===== src/rtl/conv_encoder_k3_if.sv =====
`default_nettype none
// =============================================================================
// conv_encoder_k3_if : bit-in / symbol-out handshake bundle for conv_encoder_k3
// Revision 1.0
// =============================================================================
interface conv_encoder_k3_if;
  logic       start;
  logic       in_valid;
  logic       in_bit;
  logic       in_ready;
  logic       out_valid;
  logic       out_ready;
  logic [1:0] out_sym;
  logic       out_last;
  logic [1:0] enc_state;
  logic       busy;

  // master: the environment feeding bits and draining symbols
  modport master (
    output start, in_valid, in_bit, out_ready,
    input  in_ready, out_valid, out_sym, out_last, enc_state, busy
  );

  // slave: the encoder itself
  modport slave (
    input  start, in_valid, in_bit, out_ready,
    output in_ready, out_valid, out_sym, out_last, enc_state, busy
  );
endinterface
`default_nettype wire


===== src/rtl/conv_encoder_k3.sv =====
`default_nettype none
// =============================================================================
// conv_encoder_k3 : framed rate-1/2 K=3 (7,5 octal) convolutional encoder
// Revision 1.0
// =============================================================================
module conv_encoder_k3 #(
  parameter int FRAME_LEN = 16,
  parameter int CNT_W     = 8
) (
  input  wire logic        clk,
  input  wire logic        rst_n,
  conv_encoder_k3_if.slave enc_if
);

  typedef enum logic [1:0] {
    IDLE = 2'd0,
    DATA = 2'd1,
    TAIL = 2'd2
  } state_t;

  localparam logic [CNT_W-1:0] LAST_CNT = CNT_W'(FRAME_LEN - 1);

  state_t           state_q, state_d;
  logic [1:0]       sr_q, sr_d;
  logic [CNT_W-1:0] cnt_q, cnt_d;
  logic             tail2_q, tail2_d;
  logic             out_valid_q, out_valid_d;
  logic [1:0]       out_sym_q, out_sym_d;
  logic             out_last_q, out_last_d;

  logic             w_slot_free;
  logic             w_in_ready;
  logic             w_enc_en;
  logic             w_enc_u;

  // The output register can take a new symbol when empty or draining this cycle.
  assign w_slot_free = !out_valid_q || enc_if.out_ready;

  always_comb begin
    state_d     = state_q;
    sr_d        = sr_q;
    cnt_d       = cnt_q;
    tail2_d     = tail2_q;
    out_valid_d = out_valid_q;
    out_sym_d   = out_sym_q;
    out_last_d  = out_last_q;
    w_in_ready  = 1'b0;
    w_enc_en    = 1'b0;
    w_enc_u     = 1'b0;

    case (state_q)
      IDLE: begin
        if (enc_if.start) begin
          state_d = DATA;
          sr_d    = 2'b00;
          cnt_d   = '0;
        end
      end
      DATA: begin
        w_in_ready = w_slot_free;
        if (enc_if.in_valid && w_slot_free) begin
          w_enc_en = 1'b1;
          w_enc_u  = enc_if.in_bit;
          cnt_d    = cnt_q + 1'b1;
          if (cnt_q == LAST_CNT) begin
            state_d = TAIL;
            tail2_d = 1'b0;
          end
        end
      end
      TAIL: begin
        if (w_slot_free) begin
          w_enc_en = 1'b1;
          tail2_d  = 1'b1;
          if (tail2_q) begin
            state_d = IDLE;
          end
        end
      end
      default: begin
        state_d = IDLE;
      end
    endcase

    // Shared encode path for data and tail bits; tail bits have w_enc_u = 0.
    if (w_enc_en) begin
      sr_d        = {w_enc_u, sr_q[1]};
      out_valid_d = 1'b1;
      out_sym_d   = {w_enc_u ^ sr_q[1] ^ sr_q[0], w_enc_u ^ sr_q[0]};
      out_last_d  = (state_q == TAIL) && tail2_q;
    end else if (enc_if.out_ready) begin
      out_valid_d = 1'b0;
    end
  end

  always_ff @(posedge clk or negedge rst_n) begin
    if (!rst_n) begin
      state_q     <= IDLE;
      sr_q        <= 2'b00;
      cnt_q       <= '0;
      tail2_q     <= 1'b0;
      out_valid_q <= 1'b0;
      out_sym_q   <= 2'b00;
      out_last_q  <= 1'b0;
    end else begin
      state_q     <= state_d;
      sr_q        <= sr_d;
      cnt_q       <= cnt_d;
      tail2_q     <= tail2_d;
      out_valid_q <= out_valid_d;
      out_sym_q   <= out_sym_d;
      out_last_q  <= out_last_d;
    end
  end

  assign enc_if.in_ready  = w_in_ready;
  assign enc_if.out_valid = out_valid_q;
  assign enc_if.out_sym   = out_sym_q;
  assign enc_if.out_last  = out_last_q;
  assign enc_if.enc_state = sr_q;
  assign enc_if.busy      = (state_q != IDLE);

endmodule
`default_nettype wire


===== src/flat_wrapper.sv =====
// flat-port wrapper written by rule: the top's interface ports become plain ports
module conv_encoder_k3_flat 
#(
  parameter int FRAME_LEN = 16,
  parameter int CNT_W     = 8
)
  (clk, rst_n, enc_if_start, enc_if_in_valid, enc_if_in_bit, enc_if_out_ready, enc_if_in_ready, enc_if_out_valid, enc_if_out_sym, enc_if_out_last, enc_if_enc_state, enc_if_busy);
  conv_encoder_k3_if enc_if_i ();
  input  wire logic clk;
  input  wire logic rst_n;
  input wire logic [$bits(enc_if_i.start)-1:0] enc_if_start;
  input wire logic [$bits(enc_if_i.in_valid)-1:0] enc_if_in_valid;
  input wire logic [$bits(enc_if_i.in_bit)-1:0] enc_if_in_bit;
  input wire logic [$bits(enc_if_i.out_ready)-1:0] enc_if_out_ready;
  output wire logic [$bits(enc_if_i.in_ready)-1:0] enc_if_in_ready;
  output wire logic [$bits(enc_if_i.out_valid)-1:0] enc_if_out_valid;
  output wire logic [$bits(enc_if_i.out_sym)-1:0] enc_if_out_sym;
  output wire logic [$bits(enc_if_i.out_last)-1:0] enc_if_out_last;
  output wire logic [$bits(enc_if_i.enc_state)-1:0] enc_if_enc_state;
  output wire logic [$bits(enc_if_i.busy)-1:0] enc_if_busy;
  assign enc_if_i.start = enc_if_start;
  assign enc_if_i.in_valid = enc_if_in_valid;
  assign enc_if_i.in_bit = enc_if_in_bit;
  assign enc_if_i.out_ready = enc_if_out_ready;
  assign enc_if_in_ready = enc_if_i.in_ready;
  assign enc_if_out_valid = enc_if_i.out_valid;
  assign enc_if_out_sym = enc_if_i.out_sym;
  assign enc_if_out_last = enc_if_i.out_last;
  assign enc_if_enc_state = enc_if_i.enc_state;
  assign enc_if_busy = enc_if_i.busy;
  conv_encoder_k3 #(.FRAME_LEN(FRAME_LEN), .CNT_W(CNT_W)) u_core (.clk(clk), .rst_n(rst_n), .enc_if(enc_if_i));
endmodule

===== config.mk =====
export PLATFORM = sky130hd
export DESIGN_NAME = conv_encoder_k3_flat
export DESIGN_NICKNAME = d
export VERILOG_FILES = /design/src/rtl/conv_encoder_k3_if.sv /design/src/rtl/conv_encoder_k3.sv /design/src/flat_wrapper.sv
export SDC_FILE = /design/constraint.sdc
export NUM_CORES = 1
export LEC_CHECK = 0
export CELL_PAD_IN_SITES_DETAIL_PLACEMENT = 0
export CELL_PAD_IN_SITES_GLOBAL_PLACEMENT = 2
export CORE_UTILIZATION = 30
export DETAILED_ROUTE_END_ITERATION = 10
export PLACE_DENSITY_LB_ADDON = 0.1
export SLEW_MARGIN = 20
export SYNTH_ARGS = -nofsm -noshare
export SYNTH_HDL_FRONTEND = slang
export SYNTH_SLANG_ARGS = --single-unit

===== constraint.sdc =====
create_clock -name clk -period 1.75 [get_ports clk]
set_input_delay 0.35 -clock clk [delete_from_list [all_inputs] [get_ports clk]]
set_output_delay 0.35 -clock clk [all_outputs]
set_load 0.1 [all_outputs]

==> impl_metrics.env, run 1 <==
export IMPL_n_fill_cell=309
export IMPL_r2r_cells=8
export IMPL_dp_hpwl_um=2103
export IMPL_worst_hold_path_type="in2async"
export IMPL_slew_headroom=0.8016
export IMPL_die_h_um=61.96
export IMPL_htreeDepth=1
export IMPL_synth_nets=122
export IMPL_period_share=1.019
export IMPL_die_x_um=61.96
export IMPL_rsz0062_at_grt="yes"
export IMPL_grt_max_degree=18
export IMPL_port_buffers=13
export IMPL_slew_violations=0
export IMPL_drt_iter0_drc=51
export IMPL_syn_area_um2=1079
export IMPL_fin_tns_setup_ps=-32.74
export IMPL_avgSynthCellArea_um2=9.717
export IMPL_leakagePower_uw=0.0007781
export IMPL_ys_ff_latch=17
export IMPL_via_per_inst=4.888
export IMPL_grt_pass1_wl_um=4761
export IMPL_layout_nets=172
export IMPL_worst_path_max_fanout=5
export IMPL_cts_root_buf="clkbuf_4"
export IMPL_yosysUniqueCellTypes=39
export IMPL_clk_latency_ps=290
export IMPL_path_class="reg2out"
export IMPL_routedWlPerCell_um=14.06
export IMPL_ys_async_sr_fraction=1.000
export IMPL_grt_usage=0.1722
export IMPL_pwr_density_cell_nw_per_um2=1947
export IMPL_cap_viol_max_count=0
export IMPL_cts_sinks=17
export IMPL_worst_setup_path_end_kind="primary output"
export IMPL_finalSetupViolations=1
export IMPL_dieArea_um2=3839
export IMPL_min_period_ps=1783
export IMPL_num_vias=1007
export IMPL_synth_ff_type="dfrtp_1"
export IMPL_antenna_left=0
export IMPL_start_kind="register"
export IMPL_hold_viol=0
export IMPL_ys_seq_area_frac=0.3944
export IMPL_clk_path_buf_depth=2
export IMPL_firstDrtPassIters=4
export IMPL_grt_pass1_vias=1019
export IMPL_syn2layout_area_growth_pct=60.79
export IMPL_drive_gt1_frac=0.4625
export IMPL_syn_inst=111
export IMPL_clkTransAtPathRegs_ps=100
export IMPL_row_count=21
export IMPL_worstMarginPinSlew_ps=295.1
export IMPL_status="finished with violations"
export IMPL_max_freq_mhz=560.9
export IMPL_wl_um=2896
export IMPL_gp_congestion=0.7509
export IMPL_clock_skew_ps=3.857
export IMPL_grt_ovfl_total=0
export IMPL_ios=14
export IMPL_fin_area_um2=1734
export IMPL_arrival_ps=1430
export IMPL_violations="setup timing"
export IMPL_crit_required_ps=1400
export IMPL_synth_warnings=0
export IMPL_drc=0
export IMPL_hold_ws_ps=385.8
export IMPL_tritoncts="yes"
export IMPL_start_util=0.3182
export IMPL_final_setup_worst_slack_ps=-32.74
export IMPL_ir_drop_mv=1.122
export IMPL_antenna_found_initial=0
export IMPL_synth_edf_count=0
export IMPL_place_area_um2=1531
export IMPL_final_util=0.5116
export IMPL_cts_buffers=3
export IMPL_diodes=0
export IMPL_core_um2=3390
[cell usage in the layout (no fill, tap or decap), types with 3 or more instances in the layout]
master and n:
dfrtp_1 16, o311ai_1 3, inv_1 4, o21ai_0 9, buf_6 4, xor2_1 3
nand2b_1 3, buf_12 8, nand3_1 6, nand2_1 11, clkbuf_4 3, buf_4 32
clkdlybuf4s50_1 5
[final timing paths]
check,from,end,slack (ps)
worst max-delay path,u_core.state_q[0],enc_if_busy,-30
worst min-delay path,rst_n,u_core.enc_if.out_last,390
worst max register to register,u_core.state_q[0],u_core.state_q[1],20
worst min register to register,u_core.tail2_q,u_core.enc_if.out_last,550
max in group asynchronous,rst_n,u_core.enc_if.out_valid,1150
min in group clk,u_core.tail2_q,u_core.enc_if.out_last,550
[layer usage]
layer	part of all wire	vias up	GRT usage	wire (um)
met5	0	-	0	0
li1	-	516	-	-
met4	0.0076	0	0.05714	22
met3	0.025	2	0.02070	71
met1	0.50	478	0.2385	1451
met2	0.47	11	0.2781	1350
[cell type report]
type                            instances  area [um^2]  area share
Multi-Input combinational cell         82        689.4      0.3975
Timing Repair Buffer                   49        495.5      0.2857
Sequential cell                        17        426.7      0.2460
Tap cell                               46        57.56     0.03319
Inverter                                8        38.79     0.02237
Clock buffer                            4        26.28     0.01515
[what timing repair did]
action                     CTS  global route
hold buffers                 0             0
pin swaps                    5             9
cloned                       0             0
buffers inserted            10             2
resized for setup           12            13
setup endpoints to repair    7             9
[through the flow]
| step | setup WS [ps] | power (uW) | std cells |
|---|---|---|---|
| finish | -32.74 | 3376 | 206 |
| CTS | -24.05 | 3290 | 205 |
| floorplan | -190.4 | 1998 | 111 |
| global route | -103.8 | 3575 | 206 |
| global placement | -220.7 | 2786 | 191 |
| detailed placement | -237.5 | 2789 | 191 |
[critical path, cell delays in order (launching register included)]
cell and delay [ps]:
dfrtp_1 430, buf_6 140, inv_4 60, ha_4 190, clkinvlp_4 140, buf_12 180
[cell families (layout without fill, tap and decap cells)]
kind of cell,Yosys count,after routing,share of synthesized area
simple gates,37,37,0.1961
compound gates,35,35,0.2413
flops,17,17,0.3944
buf+inv,12,61,0.06612
fa+ha+maj,5,5,0.05800
xor+xnor,3,3,0.02437
mux,2,2,0.01972
[where the power goes]
group,internal (uW),total [uW],switching (uW)
combinational,1140,2550,1410
sequential,508,614,106
clock,88.4,214,125
total,1740,3380,1640
[state kept, by name, indices dropped and copies added (netlist names)]
signal / count
u_core.cnt_q: 8
u_core.enc_if.enc_state: 2
u_core.enc_if.out_last: 1
u_core.enc_if.out_sym: 2
u_core.enc_if.out_valid: 1
u_core.state_q: 2
u_core.tail2_q: 1
[synth_stat cells, types with 2 or more instances]
library cell	n	share of area
dfrtp_1	17	0.39
inv_1	8	0.028
nand3_1	7	0.032
a21boi_0	2	0.014
nand2b_1	4	0.023
a21oi_1	4	0.019
o41ai_1	2	0.016
o31ai_1	2	0.014
o21ai_0	9	0.042
ha_1	5	0.058
buf_4	2	0.014
nand2_1	11	0.038
or4_1	2	0.014
o311ai_0	3	0.024
xor2_1	3	0.024
nor2_1	4	0.014
a31oi_1	2	0.012
o22ai_1	2	0.012
and4bb_2	2	0.023
(Power assumes the default switching activity.)
==> run 2: changes to the inputs <==
GPL_ROUTABILITY_DRIVEN = 0   (was not set)
==> results of run 2 <==
Same layout as run 1: the final DEF is identical, and so are final timing and power.
==> RTL edit 1, RTL diff (config.mk and constraints of run 2) <==
`FRAME_LEN` is set to 16 in 2 places; all go to 12.
--- a/src/rtl/conv_encoder_k3.sv
+++ b/src/rtl/conv_encoder_k3.sv
@@ -4,7 +4,7 @@
 // Revision 1.0
 // =============================================================================
 module conv_encoder_k3 #(
-  parameter int FRAME_LEN = 16,
+  parameter int FRAME_LEN = 12,
   parameter int CNT_W     = 8
 ) (
   input  wire logic        clk,
--- a/src/flat_wrapper.sv
+++ b/src/flat_wrapper.sv
@@ -1,7 +1,7 @@
 // flat-port wrapper written by rule: the top's interface ports become plain ports
 module conv_encoder_k3_flat 
 #(
-  parameter int FRAME_LEN = 16,
+  parameter int FRAME_LEN = 12,
   parameter int CNT_W     = 8
 )
   (clk, rst_n, enc_if_start, enc_if_in_valid, enc_if_in_bit, enc_if_out_ready, enc_if_in_ready, enc_if_out_valid, enc_if_out_sym, enc_if_out_last, enc_if_enc_state, enc_if_busy);
Function: no difference found for any inputs over 10 cycles, from zero or initial values and one cycle with rst_n low; that may be too few to reach the edited logic, so the function may still have changed.
==> RTL edit 1 against run 2 <==
Global-route usage is 1.1 points lower. Count of clock-buffer cells in the layout fell by 1. Setup slack better by 0.045 ns. Combinational power fell by 20%. Synthesized area shrank 5.8%. Sequential cell count did not move. Die area fell by 5.6%. Clock skew fell by 0.0016 ns. Cell area is 10% lower. Routed wire length is 11% lower. Total power down 15%. Critical path type is now primary input to output port.
==> RTL edit 1: results (changes against run 2) <==
outcome = finished clean
post-place setup slack = -0.182 ns (+0.0555 ns)
Final #Nets = 161 (-6.4%)
worst r2r dst = u_core.cnt_q[4]$_DFFE_PN0P_
reg-to-reg setup timing slack = 0.05 ns (+0.03 ns)
Arrival @ worst endpoint = 1.39 ns (-0.04 ns)
Cells after Synth = 109 (-1.8%)
first-pass GRT wire length = 4200 um (-12%)
fmax = 576 MHz (+2.6%)
Slew HR = 69.6% (-11 points)
dpl hpwl = 1980 um (-5.9%)
area of placed instances = 0.00144 sq mm (-6.0%)
H-tree lvl count = 1 (unchanged)
final hold slack = 0.376 ns (-0.00943 ns)
commonest cells in the netlist = 17 x dfrtp_1, 14 x o21ai_0, 13 x nand2_1
Cell variety after synth = 34 (-13%)
Initial DRC Count = 33 (-35%)
CP Max Fanout = 2 (-3)
vias in the first global route = 957 (-6.1%)
clock skew = 0.00223 ns (-0.00163 ns)
Synth area leaders = dfrtp_1 42%, o21ai_0 6.9%, ha_1 6.2%
number of fill cells in the layout = 313 (+1.3%)
syn nets = 120 (-1.6%)
final non-filler cell total = 193 (-6.3%)
sequential share of the synthesized area = 41.9% (+2.4 points)
first drt pass iteration count = 3 (-1)
Tot GR Track Use = 16.1% (-1.1 points)
Worst VDD drop = 960 uV (-15%)
Root Buffer = clkbuf_4
Leak = 0.701 nW (-10%)
final wirelength = 2570 um (-11%)
met3 WL = 54 um (-24%)
worst reg-to-reg path cell count = 5 (-3)
met1 WL = 1140 um (-21%)
via/cell ratio = 4.89 (about the same)
placed cell count = 185 (-3.1%)
layout cells sized above 1 = 40.3% (-6.0 points)
DR WL met2 = 1360 um (+0.52%)
## RTL edit 1: cell count changes in the layout (fill, tap and decap cells not counted), moves of 3 or more
cell	run 2	this run
nand2b_1	3	0
a21oi_1	2	7
buf_4	32	25
dfrtp_1	16	13
o311ai_1	3	0
o21ai_0	9	14
## RTL edit 1: worst max-delay path by stage
stage	depth (start not counted)	end	start
floorplan	5	enc_if_in_ready	u_core.state_q[1]$_DFFE_PN0P_
global placement	5	u_core.cnt_q[4]$_DFFE_PN0P_	enc_if_out_ready
detailed placement	5	u_core.cnt_q[4]$_DFFE_PN0P_	enc_if_out_ready
CTS	6	enc_if_in_ready	u_core.state_q[1]$_DFFE_PN0P_
global route	6	enc_if_in_ready	u_core.state_q[1]$_DFFE_PN0P_
finish	6	enc_if_in_ready	enc_if_out_ready
## RTL edit 1: layer usage
layer,global-route usage (%),vias up
met4,6.98,0
met1,19.0,462
li1,-,472
met3,2.60,2
met5,0,-
met2,28.4,7
## RTL edit 1: kinds of logic after synthesis
family / share of synthesized area [%]
simple gates: 20.4
flops: 41.9
mux: 3.57
xor+xnor: 2.59
compound gates: 20.0
fa+ha+maj: 6.16
buf+inv: 5.42
## RTL edit 1: repair_timing
item,CTS,global route
pin swaps,0,1
setup buffers,2,2
hold buffers,0,0
endpoints found under the setup margin,4,8
resized for setup,6,10
## RTL edit 1: worst max-delay path, delay by kind of cell
family	cells	cell delay (ns)
simple gates	2	0.22
buf+inv	4	0.82
## RTL edit 1: final cells by class
type	count	area (sq um)	area share, %
Clock buffer	3	22.5	1.45
Clock inverter	1	5.00	0.321
Sequential cell	17	433	27.8
Multi-Input combinational cell	80	588	37.8
Inverter	8	33.8	2.17
Tap cell	44	55.1	3.53
Timing Repair Buffer	40	420	27.0
## RTL edit 1: metrics by stage
stage	setup TNS [ns]	utilization (%)
finish	0	49.8
detailed placement	-1.05	46.0
CTS	-0.0163	48.0
floorplan	0	-
global route	-0.132	49.8
global placement	-0.799	46.0
## RTL edit 1: report_power, final
| part | internal, mW | switching (mW) |
|---|---|---|
| Sequential | 0.514 | 0.119 |
| Combinational | 0.891 | 1.14 |
| Clock | 0.0849 | 0.130 |
| Total | 1.49 | 1.39 |
==> RTL edit 2, RTL diff (config.mk and constraints of run 2) <==
Made on the original files. Re-encode `state_t` (3 states) as one-hot, 3 bits wide.
--- a/src/rtl/conv_encoder_k3.sv
+++ b/src/rtl/conv_encoder_k3.sv
@@ -12,10 +12,10 @@
   conv_encoder_k3_if.slave enc_if
 );
 
-  typedef enum logic [1:0] {
-    IDLE = 2'd0,
-    DATA = 2'd1,
-    TAIL = 2'd2
+  typedef enum logic [2:0] {
+    IDLE = 3'b001,
+    DATA = 3'b010,
+    TAIL = 3'b100
   } state_t;
 
   localparam logic [CNT_W-1:0] LAST_CNT = CNT_W'(FRAME_LEN - 1);
Formal check against the unedited RTL: same outputs for any inputs over 10 cycles, from zero or initial values and one cycle with rst_n low; not proved beyond that.
==> RTL edit 2 against run 2 <==
The run still ends with setup timing left. Total power down 33%. Synthesized area down 7.2%. Cell area down 14%. Maximum frequency down 1.1%. Core utilization down 3.0 points. Register-to-register slack worse by 0.02 ns. Sequential cell count up 1. Setup slack worse by 0.019 ns. Routed wire length down 13%.
==> RTL edit 2: results (changes against run 2) <==
outcome = complete, but fails checks
failing checks = setup timing
Largest delay share family, worst path = flip-flops
comb_multi_in = 76 (-7.3%)
M2 GR Usage = 25.4% (-2.4 points)
sum of negative setup slack = -0.0917 ns (-0.0589 ns)
clock tree sinks = 18 (+1)
Cells after Synth = 102 (-8.1%)
sequential share of the synthesized area = 45.1% (+5.7 points)
P_int = 1.21 mW (-31%)
clock-cell share of area = 2.43% (+0.91 points)
Non-Clock Inverter Count = 4 (-4)
Worst Setup Slack, final = -0.0522 ns (-0.0195 ns)
number of fill cells in the layout = 304 (-1.6%)
bufs w/o clock = 35 (-29%)
Sequential Power Share = 26.9% (+8.7 points)
Compound-Gate Fraction of Synth Area = 17.0% (-7.1 points)
Post-Synth Adder-Cell Area = 1.25% (-4.6 points)
Core Util, Final = 48.2% (-3.0 points)
vias in the first global route = 897 (-12%)
GR Layer Usage met1 = 23.6% (-0.29 points)
clock skew = 0.000938 ns (-0.00292 ns)
setup violators final = 2 (+1)
placed cell count = 172 (-9.9%)
Comb power = 1.38 mW (-46%)
Worst VDD drop = 970 uV (-14%)
final hold slack = 0.376 ns (-0.00978 ns)
[RTL edit 2: timing repair]
item | 4_1_cts | 5_1_grt
setup buffers | 4 | 1
pin swaps | 2 | 0
gates resized for setup | 7 | 3
setup endpoints to repair | 3 | 9
[RTL edit 2: worst paths after layout]
path / startpoint / to / cells past startpoint
max: u_core.state_q[1]$_DFFE_PN0P_ / enc_if_busy / 3
min: rst_n / u_core.tail2_q$_DFFE_PN0P_ / 2
max reg2reg: u_core.state_q[0]$_DFFE_PN1P_ / u_core.cnt_q[3]$_DFFE_PN0P_ / 5
min reg2reg: u_core.tail2_q$_DFFE_PN0P_ / u_core.tail2_q$_DFFE_PN0P_ / 1
max in group asynchronous: rst_n / u_core.state_q[0]$_DFFE_PN1P_ / 2
min in group clk: u_core.tail2_q$_DFFE_PN0P_ / u_core.tail2_q$_DFFE_PN0P_ / 1
